===== config.mk =====
export PLATFORM = sky130hd
export DESIGN_NAME = pc_fetch_ctrl
export DESIGN_NICKNAME = d
export VERILOG_FILES = /design/src/rtl/pc_ctrl_pkg.sv /design/src/rtl/pc_fetch_timer.sv /design/src/rtl/pc_fetch_ctrl.sv
export SDC_FILE = /design/constraint.sdc
export NUM_CORES = 1
export LEC_CHECK = 0
export ABC_AREA = 1
export CORE_MARGIN = 4
export CORE_UTILIZATION = 40
export CTS_CLUSTER_DIAMETER = 50
export DETAILED_ROUTE_END_ITERATION = 6
export GPL_ROUTABILITY_DRIVEN = 0
export PLACE_DENSITY = 0.81
export SYNTH_ARGS = -nofsm -noshare
export SYNTH_HDL_FRONTEND = slang
export SYNTH_SLANG_ARGS = --single-unit
export TNS_END_PERCENT = 30

===== constraint.sdc =====
create_clock -name clk -period 1.7 [get_ports clk]
set_clock_uncertainty 0.15 [all_clocks]
set_input_delay 0.255 -clock clk [delete_from_list [all_inputs] [get_ports clk]]
set_output_delay 0.255 -clock clk [all_outputs]
set_load 0.01 [all_outputs]

===== src/rtl/pc_ctrl_pkg.sv =====
// pc_ctrl_pkg: shared definitions for the fetch sequencer.
//   - fetch_state_t : FSM state encoding (IDLE, FETCH, HALT, FAULT)
//   - PC_W_DEF, IRQ_VEC_DEF, MAX_WAIT_DEF : default parameter values
//   - STEP_W : width of the instruction length / PC step fields
package pc_ctrl_pkg;

  localparam int         PC_W_DEF     = 8;
  localparam logic [7:0] IRQ_VEC_DEF  = 8'hF0;
  localparam int         MAX_WAIT_DEF = 15;
  localparam int         STEP_W       = 3;

  typedef enum logic [1:0] {
    S_IDLE  = 2'd0,
    S_FETCH = 2'd1,
    S_HALT  = 2'd2,
    S_FAULT = 2'd3
  } fetch_state_t;

endpackage


===== src/rtl/pc_fetch_timer.sv =====
// pc_fetch_timer: counts fetch wait cycles and flags when the limit is hit.
// Ports:
//   clk, reset_n  clock and asynchronous active-low reset
//   clr           restart the count (not fetching, or ack seen)
//   inc           one more cycle spent waiting for an ack
//   expired       count has reached MAX_WAIT
module pc_fetch_timer
  import pc_ctrl_pkg::*;
#(
  parameter int MAX_WAIT = MAX_WAIT_DEF
) (
  input  logic clk,
  input  logic reset_n,
  input  logic clr,
  input  logic inc,
  output logic expired
);

  localparam int CNT_W = (MAX_WAIT < 1) ? 1 : $clog2(MAX_WAIT + 1);

  logic [CNT_W-1:0] wait_cnt;

  assign expired = (wait_cnt == CNT_W'(MAX_WAIT));

  // Holding at the limit keeps the counter from wrapping if the owner
  // is slow to act on expired.
  always_ff @(posedge clk or negedge reset_n) begin
    if (!reset_n) begin
      wait_cnt <= '0;
    end else if (clr) begin
      wait_cnt <= '0;
    end else if (inc && !expired) begin
      wait_cnt <= wait_cnt + 1'b1;
    end
  end

endmodule


===== src/rtl/pc_fetch_ctrl.sv =====
// pc_fetch_ctrl: fetch sequencer driving the PC register controls and the
// instruction-memory request handshake. Handles fetch wait, branch redirect,
// single-level interrupt entry/return (saved return address in epc), halt,
// and an optional fetch-timeout fault enabled by the PCCTRL_TIMEOUT_EN macro.
// Ports:
//   clk, reset_n          clock, asynchronous active-low reset
//   start, halt_req       begin fetching / stop after the current fetch
//   pc_in                 current PC value from the PC register
//   mem_req, mem_addr     fetch request and address (mem_addr = pc_in)
//   mem_ack, instr_len    fetch done pulse and fetched instruction length
//   br_valid, br_target   taken branch and its target (with mem_ack)
//   irq, iret             interrupt request level / return (with mem_ack)
//   pc_enable, pc_hold, pc_load, pc_load_value, pc_step   PC controls
//   busy, in_isr, fault   status
module pc_fetch_ctrl
  import pc_ctrl_pkg::*;
#(
  parameter int              PC_W     = PC_W_DEF,
  parameter logic [PC_W-1:0] IRQ_VEC  = PC_W'(IRQ_VEC_DEF),
  parameter int              MAX_WAIT = MAX_WAIT_DEF
) (
  input  logic              clk,
  input  logic              reset_n,
  input  logic              start,
  input  logic              halt_req,
  input  logic [PC_W-1:0]   pc_in,
  output logic              mem_req,
  output logic [PC_W-1:0]   mem_addr,
  input  logic              mem_ack,
  input  logic [STEP_W-1:0] instr_len,
  input  logic              br_valid,
  input  logic [PC_W-1:0]   br_target,
  input  logic              irq,
  input  logic              iret,
  output logic              pc_enable,
  output logic              pc_hold,
  output logic              pc_load,
  output logic [PC_W-1:0]   pc_load_value,
  output logic [STEP_W-1:0] pc_step,
  output logic              busy,
  output logic              in_isr,
  output logic              fault
);

  fetch_state_t      state, next_state;
  logic [PC_W-1:0]   epc;
  logic              halt_pend;
  logic              timeout;
  logic              irq_take;
  logic              iret_take;
  logic [STEP_W-1:0] step;
  logic [PC_W-1:0]   seq_pc;

  // A zero length would stall the PC, so it advances by one instead.
  assign step   = (instr_len == '0) ? STEP_W'(1) : instr_len;
  assign seq_pc = pc_in + PC_W'(step);

  // The address bus is forced low during reset so every output reads 0.
  assign mem_addr = reset_n ? pc_in : '0;

`ifdef PCCTRL_TIMEOUT_EN
  logic timer_expired;

  pc_fetch_timer #(
    .MAX_WAIT (MAX_WAIT)
  ) u_timer (
    .clk     (clk),
    .reset_n (reset_n),
    .clr     ((state != S_FETCH) || mem_ack),
    .inc     ((state == S_FETCH) && !mem_ack),
    .expired (timer_expired)
  );

  // An ack on the limit cycle takes priority over the timeout.
  assign timeout = timer_expired && !mem_ack;
`else
  // No counter is built; a valid (non-negative) MAX_WAIT keeps this at 0.
  assign timeout = (MAX_WAIT < 0);
`endif

  always_ff @(posedge clk or negedge reset_n) begin
    if (!reset_n) begin
      state <= S_IDLE;
    end else begin
      state <= next_state;
    end
  end

  always_ff @(posedge clk or negedge reset_n) begin
    if (!reset_n) begin
      in_isr    <= 1'b0;
      epc       <= '0;
      halt_pend <= 1'b0;
    end else begin
      if (irq_take) begin
        in_isr <= 1'b1;
        epc    <= br_valid ? br_target : seq_pc;
      end else if (iret_take) begin
        in_isr <= 1'b0;
      end
      // Remembers a halt request seen during the wait until the ack arrives.
      if ((state == S_FETCH) && !mem_ack) begin
        halt_pend <= halt_pend | halt_req;
      end else begin
        halt_pend <= 1'b0;
      end
    end
  end

  always_comb begin
    next_state    = state;
    mem_req       = 1'b0;
    pc_enable     = 1'b0;
    pc_hold       = 1'b0;
    pc_load       = 1'b0;
    pc_load_value = '0;
    pc_step       = '0;
    busy          = 1'b0;
    fault         = 1'b0;
    irq_take      = 1'b0;
    iret_take     = 1'b0;

    case (state)
      S_IDLE, S_HALT: begin
        if (start) next_state = S_FETCH;
      end
      S_FETCH: begin
        mem_req   = 1'b1;
        pc_enable = 1'b1;
        busy      = 1'b1;
        if (mem_ack) begin
          // Next-PC priority: interrupt entry, branch, interrupt return, step.
          if (irq && !in_isr) begin
            irq_take      = 1'b1;
            pc_load       = 1'b1;
            pc_load_value = IRQ_VEC;
          end else if (br_valid) begin
            pc_load       = 1'b1;
            pc_load_value = br_target;
          end else if (iret && in_isr) begin
            iret_take     = 1'b1;
            pc_load       = 1'b1;
            pc_load_value = epc;
          end else begin
            pc_step = step;
          end
          next_state = (halt_pend || halt_req) ? S_HALT : S_FETCH;
        end else begin
          pc_hold = 1'b1;
          if (timeout) next_state = S_FAULT;
        end
      end
      S_FAULT: begin
        fault = 1'b1;
      end
      default: next_state = S_IDLE;
    endcase
  end

endmodule


# After elaboration in Yosys (flattened, before gate mapping)
# Index checks and enable logic that the tools add are counted.
[word_totals] ff_bits=12 out_inout_bits=26 inputBits=27
[classes] n_bitwise=1 muxes=36 eq_ne=5 reduce_logical=12 n_addsub=1
[op_table] cell="2-to-1 mux 8 bit" n=7
[op_table] cell="2-to-1 mux 1 bit" n=19
[op_table] cell="2-to-1 mux 3 bit" n=6
[op_table] cell="adder 8 x 3 -> 8 bit" n=1
[op_table] cell="2-to-1 mux 2 bit" n=3
[op_table] cell="equality test 2 bit, second input constant" n=2
[op_table] cell="inequality test 2 bit, second input constant" n=2
[op_table] cell="one-hot mux 2 bit (2 select lines)" n=1
[op_table] cell="nonzero test 2 bit" n=2
[op_table] cell="logical AND 1 bit" n=3
[op_table] cell="logical NOT 3 bit" n=1
[op_table] cell="AND reduction 3 bit" n=1
[op_table] cell="equality test 2 x 1 -> 1 bit, second input constant" n=1
[op_table] cell="logical NOT 1 bit" n=2
[op_table] cell="logical NOT 2 bit" n=1
[op_table] cell="OR reduction 2 bit" n=1
[op_table] cell="logical OR 1 bit" n=1
[op_table] cell="bitwise OR 1 bit" n=1

# Logic depth before layout (Yosys ltp)
[depth] ltp_word=8 mapped_depth=10 depth_no_buf=10

# Worst setup path before layout
# Ideal clock, no wire load.
[synth_timing] path_kind="input -> register" from="input port instr_len[1]" to="register epc[6]" path_buffers=0 arrival_time_ns=1.482 slack_ns=-0.009 setup_ns=0.077 cell_stages=10 cell_sequence="o21bai_1 ha_1 inv_1 fa_1 inv_1 nand2_1 nand2_1 a21o_1 nand3_1 a21oi_1"
[synth_via] elab_chain_len=4
[synth_rtl] item="from (decl)" line_no="pc_fetch_ctrl.sv:30" rtl="input logic [STEP_W-1:0] instr_len,"
[synth_rtl] item="logical NOT 3 bit" line_no="pc_fetch_ctrl.sv:55" rtl="assign step = (instr_len == '0) ? STEP_W'(1) : instr_len;"
[synth_rtl] item="2-to-1 mux 3 bit *" line_no="pc_fetch_ctrl.sv:55"
[synth_rtl] item="adder 8 x 3 -> 8 bit *" line_no="pc_fetch_ctrl.sv:56" rtl="assign seq_pc = pc_in + PC_W'(step);"
[synth_rtl] item="2-to-1 mux 8 bit *" line_no="pc_fetch_ctrl.sv:97" rtl="epc <= br_valid ? br_target : seq_pc;"
[synth_rtl] item="to (signal assigned)" line_no="pc_fetch_ctrl.sv:97"
[synth_rtl] item="to (decl)" line_no="pc_fetch_ctrl.sv:46" rtl="logic [PC_W-1:0] epc;"
# Mark *: on every way between the ends. The rest lies on a longest branch, timed or not.
# A chain may end at the register's enable or synchronous reset.

# Worst setup path after layout
[layout_timing] from="register in_isr" to="output port pc_load_value[5]"
[layout_via] elab_chain_len=6 word_cells_on_any_way=8 cone_classes="mux (5); reduce/logical (3)"
[layout_rtl] item="from (decl)" line_no="pc_fetch_ctrl.sv:41" rtl="output logic in_isr,"
[layout_rtl] item="from (signal assigned)" line_no="pc_fetch_ctrl.sv:91" rtl="in_isr <= 1'b0;"
[layout_rtl] item="from (signal assigned)" line_no="pc_fetch_ctrl.sv:96" rtl="in_isr <= 1'b1;"
[layout_rtl] item="from (signal assigned)" line_no="pc_fetch_ctrl.sv:99" rtl="in_isr <= 1'b0;"
[layout_rtl] item="logical AND 1 bit" line_no="pc_fetch_ctrl.sv:140" rtl="end else if (iret && in_isr) begin"
[layout_rtl] item="2-to-1 mux 8 bit" line_no="pc_fetch_ctrl.sv:140"
[layout_rtl] item="2-to-1 mux 8 bit" line_no="pc_fetch_ctrl.sv:137" rtl="end else if (br_valid) begin"
[layout_rtl] item="2-to-1 mux 8 bit *" line_no="pc_fetch_ctrl.sv:133" rtl="if (irq && !in_isr) begin"
[layout_rtl] item="2-to-1 mux 8 bit *" line_no="pc_fetch_ctrl.sv:131" rtl="if (mem_ack) begin"
[layout_rtl] item="2-to-1 mux 8 bit *" line_no="pc_fetch_ctrl.sv:123" rtl="case (state)"
[layout_rtl] item="to (decl)" line_no="pc_fetch_ctrl.sv:38" rtl="output logic [PC_W-1:0] pc_load_value,"
# Marked as above.

==> tab_implementation.tex <==
\begin{tabular}{lr}
\hline
Metric & Value \\
\hline
\multicolumn{2}{l}{\textbf{Timing}} \\
Final worst-path cycle share & 107\% \\
Relative slew slack & roughly 82\% \\
Minimum setup slack in the final design & -0.114 ns \\
Unrepaired setup endpoints after global routing & yes \\
Total negative slack & -0.892 ns \\
Final hold viol count & 0 \\
Number of pins with negative max-slew slack in the final report & 0 \\
Least-Margin Pin Slew & 0.270 ns \\
Worst-case hold slack & between 0.3 and 0.4 ns \\
Shortest period the worst path allows & 1.81 ns \\
Setup violations, final & 12 \\
Highest Clock Rate & approximately 550 MHz \\
\multicolumn{2}{l}{\textbf{Worst setup path}} \\
Maximum fanout along the worst path & 3 \\
Launching instance or port of the critical path & in\_isr\$\_DFFE\_PN0P\_ \\
Last element of the critical path & pc\_load\_value[5] \\
R2r worst-path depth & 8 \\
Kind of start point of the critical path & flop \\
CP Capture Type & output pin \\
Capture instance of the worst register-to-register path & epc[3]\$\_DFFE\_PN0P\_ \\
Data arrival time at the worst-slack endpoint & around 1.4 ns \\
Data required, critical path & between 1 and 1.5 ns \\
R2R Path Start & in\_isr\$\_DFFE\_PN0P\_ \\
Classification of the worst setup path & reg2out \\
Slack of the worst reg-to-reg path & $\sim$0.05 ns \\
\multicolumn{2}{l}{\textbf{Drt}} \\
Detailed-route wire length per cell & roughly 15 um \\
Number of DRC markers in iteration 0 & 66 \\
Post-Route WL & 4.43 mm \\
Post-DRT Antenna Nets & 0 \\
DR pass1 iterations & 4 \\
Ratio of routed vias to standard cells & just over 5 \\
Detailed-route via count & 1497 \\
Detailed-route DRC error count & 0 \\
\multicolumn{2}{l}{\textbf{Pwr}} \\
Fraction of power spent switching nets & 42.1\% \\
Internal power consumption & approximately 1.1 mW \\
Switching power summed over all nets & roughly 0.83 mW \\
Overall power & around 2.0 mW \\
Power density normalized to cell area & about 1000 nW/um\^{}2 \\
Clock network fraction of design power & 11.6\% \\
Logic gate share of total power & 61.7\% \\
Part of the total power dissipated in sequential elements & 26.7\% \\
Static Leak & 1.12 nW \\
Largest voltage drop on the vdd net & $\sim$920 uV \\
\multicolumn{2}{l}{\textbf{Status}} \\
Run status & finished with violations \\
Violated checks & setup timing \\
\multicolumn{2}{l}{\textbf{GRT}} \\
Wire length of the first global-routing pass & roughly 6.4 mm \\
Number of global-route vias before repair & 1474 \\
Maximum number of pins on one net before global-route repair & 13 \\
Overall global routing resource usage & between 20\% and 30\% \\
Global route total overflow & 0 \\
Number of antenna violations at the first check in global routing & 0 \\
\multicolumn{2}{l}{\textbf{Final layout}} \\
Count of inserted antenna diode cells & 0 \\
NumNets Final & about 290 \\
Final Instance Area & between 2000 and 2500 sq um \\
Final design utilization & 81.1\% \\
Final cell count without fillers & a little under 300 \\
Layout cells sized above 1 & between 30\% and 40\% \\
Area Overhead vs Synth & 93.4\% \\
\multicolumn{2}{l}{\textbf{Floorplanning}} \\
Die Outline Area & about 3500 sq um \\
Initial core utilization & between 40\% and 50\% \\
Core footprint & $\sim$2500 sq um \\
I/O pin count & 53 \\
Row count & 18 \\
Die Width & 59.0 um \\
Vertical die dimension & 59.0 um \\
\multicolumn{2}{l}{\textbf{Yosys}} \\
Biggest area contributors in the synthesized netlist & dfrtp\_1 29\%, nand2\_1 17\%, inv\_1 10\% \\
Syn Nets & between 150 and 200 \\
Sequential-to-total area share from yosys stat & between 20 and 30\% \\
Post-synthesis average cell area & about 6.3 sq um \\
Mapped cell area & approximately 1000 sq um \\
Yosys warning count & 0 \\
Number of cells produced by synthesis & $\sim$170 \\
Share of the synthesized area in the top cell type & 28.9\% \\
Number of register bits inferred by synthesis & 12 \\
Area leader, netlist & dfrtp\_1 \\
Number of distinct standard cells referenced by the synthesized netlist & 25 \\
\multicolumn{2}{l}{\textbf{CTS}} \\
Largest buffer count on any clock path & 2 \\
Worst-path clk slew & about 0.08 ns \\
Number of buffers added to fix hold violations after cts & 0 \\
Clock tree from TritonCTS & yes \\
Buffer cell driving the clock tree root & clkbuf\_4 \\
Clock network latency to the later pin of the worst-skew pair & roughly 0.27 ns \\
Sinks on the clock net & 12 \\
Number of CTS-inserted buffers & 3 \\
Clock H-tree levels & 1 \\
\multicolumn{2}{l}{\textbf{Placed design}} \\
Number of instances in the placed design & 279 \\
Place WS & -0.530 ns \\
Number of buffers inserted by port buffering & 52 \\
Area post-placement & 1860 sq um \\
Hpwl dp & between 2 and 3 mm \\
\multicolumn{2}{l}{\textbf{Run}} \\
Maximum Capacitance Violations & 0 \\
\multicolumn{2}{l}{\textbf{Min path}} \\
Path class of the lowest-slack min-delay path & in2async \\
\hline
\end{tabular}
metal layers:
metal | vias up | wire length [um] | track usage (%)
li1 | 703 | - | -
met1 | 699 | 1630 | 27.6
met2 | 80 | 2370 | 42.7
met3 | 15 | 329 | 3.73
met4 | 0 | 100 | 10.0
met5 | - | 0 | 0
worst min-delay path by stage:
| stage | from | slack [ns] | cells after the start | endpoint |
|---|---|---|---|---|
| 4_1_cts | mem_ack | 0.31 | 3 | halt_pend$_DFF_PN0_ |
| 3_3_place_gp | epc[1]$_DFFE_PN0P_ | 0.31 | 2 | epc[1]$_DFFE_PN0P_ |
| 3_5_place_dp | epc[1]$_DFFE_PN0P_ | 0.31 | 2 | epc[1]$_DFFE_PN0P_ |
| 6_report | reset_n | 0.32 | 3 | epc[0]$_DFFE_PN0P_ |
| 2_1_floorplan | reset_n | -0.19 | 0 | epc[0]$_DFFE_PN0P_ |
| 5_1_grt | reset_n | 0.33 | 3 | epc[4]$_DFFE_PN0P_ |
critical path, cell delays in order (launching register included):
cell     delay [ns]
dfrtp_2        0.43
nand2_4        0.09
nor2_4         0.04
buf_6          0.13
buf_6          0.12
a21oi_2        0.12
a21oi_2        0.06
buf_2          0.13
cell usage in the layout (no fill, tap or decap), types with 9 or more instances in the layout:
cell / count
inv_1: 25
dlygate4sd2_1: 9
buf_2: 12
a21oi_2: 9
dfrtp_1: 11
clkdlybuf4s50_1: 19
a21oi_1: 9
nand2_1: 42
nor2_1: 18
buf_4: 36
repair_timing:
| item | CTS | global route |
|---|---|---|
| gates resized for setup | 91 | 38 |
| setup endpoints to repair | 29 | 25 |
| setup buffers | 2 | 4 |
| cloned | 0 | 0 |
| pin swaps | 6 | 12 |
power by group through the flow:
stage | Sequential, mW | Combinational, mW | Clock, mW
finish | 0.529 | 1.22 | 0.229
CTS | 0.517 | 1.08 | 0.231
global placement | 0.501 | 1.04 | 0
floorplan | 0.502 | 0.515 | 0
detailed placement | 0.508 | 1.07 | 0
global route | 0.543 | 1.32 | 0.250
synthesized netlist by cell type (all sizes together):
library cell and instances:
nand3 10, a22oi 1, nand4 1, o21a 1
ha 3, nor3 1, nand2 48, fa 1
a21oi 19, o21ai 4, and3 1, buf 4
o21bai 1, clkbuf 1, a21o 1, dfrtp 12
nor2 24, a31oi 2, inv 30
layout make-up:
| cell class | instances | area (sq um) |
|---|---|---|
| tap | 30 | 37.5 |
| clock buffer | 4 | 36.3 |
| inverter | 30 | 118 |
| sequential | 12 | 302 |
| multi-input combinational | 118 | 727 |
| timing repair buffer | 95 | 788 |
| fill | 160 | 469 |
flip-flops by register name (all words and copies together) (netlist names):
signal,count
state,2
epc,8
in_isr,1
halt_pend,1
cell families after synthesis:
kind of cell | share of synthesized area (%)
buffers and inverters | 14.2
adder cells (fa/ha/maj) | 5.54
AO/OA/AOI/OAI | 16.4
AND/OR/NAND/NOR | 34.9
flip-flops | 28.9
Note: power is estimated with default switching activity, not from simulation.
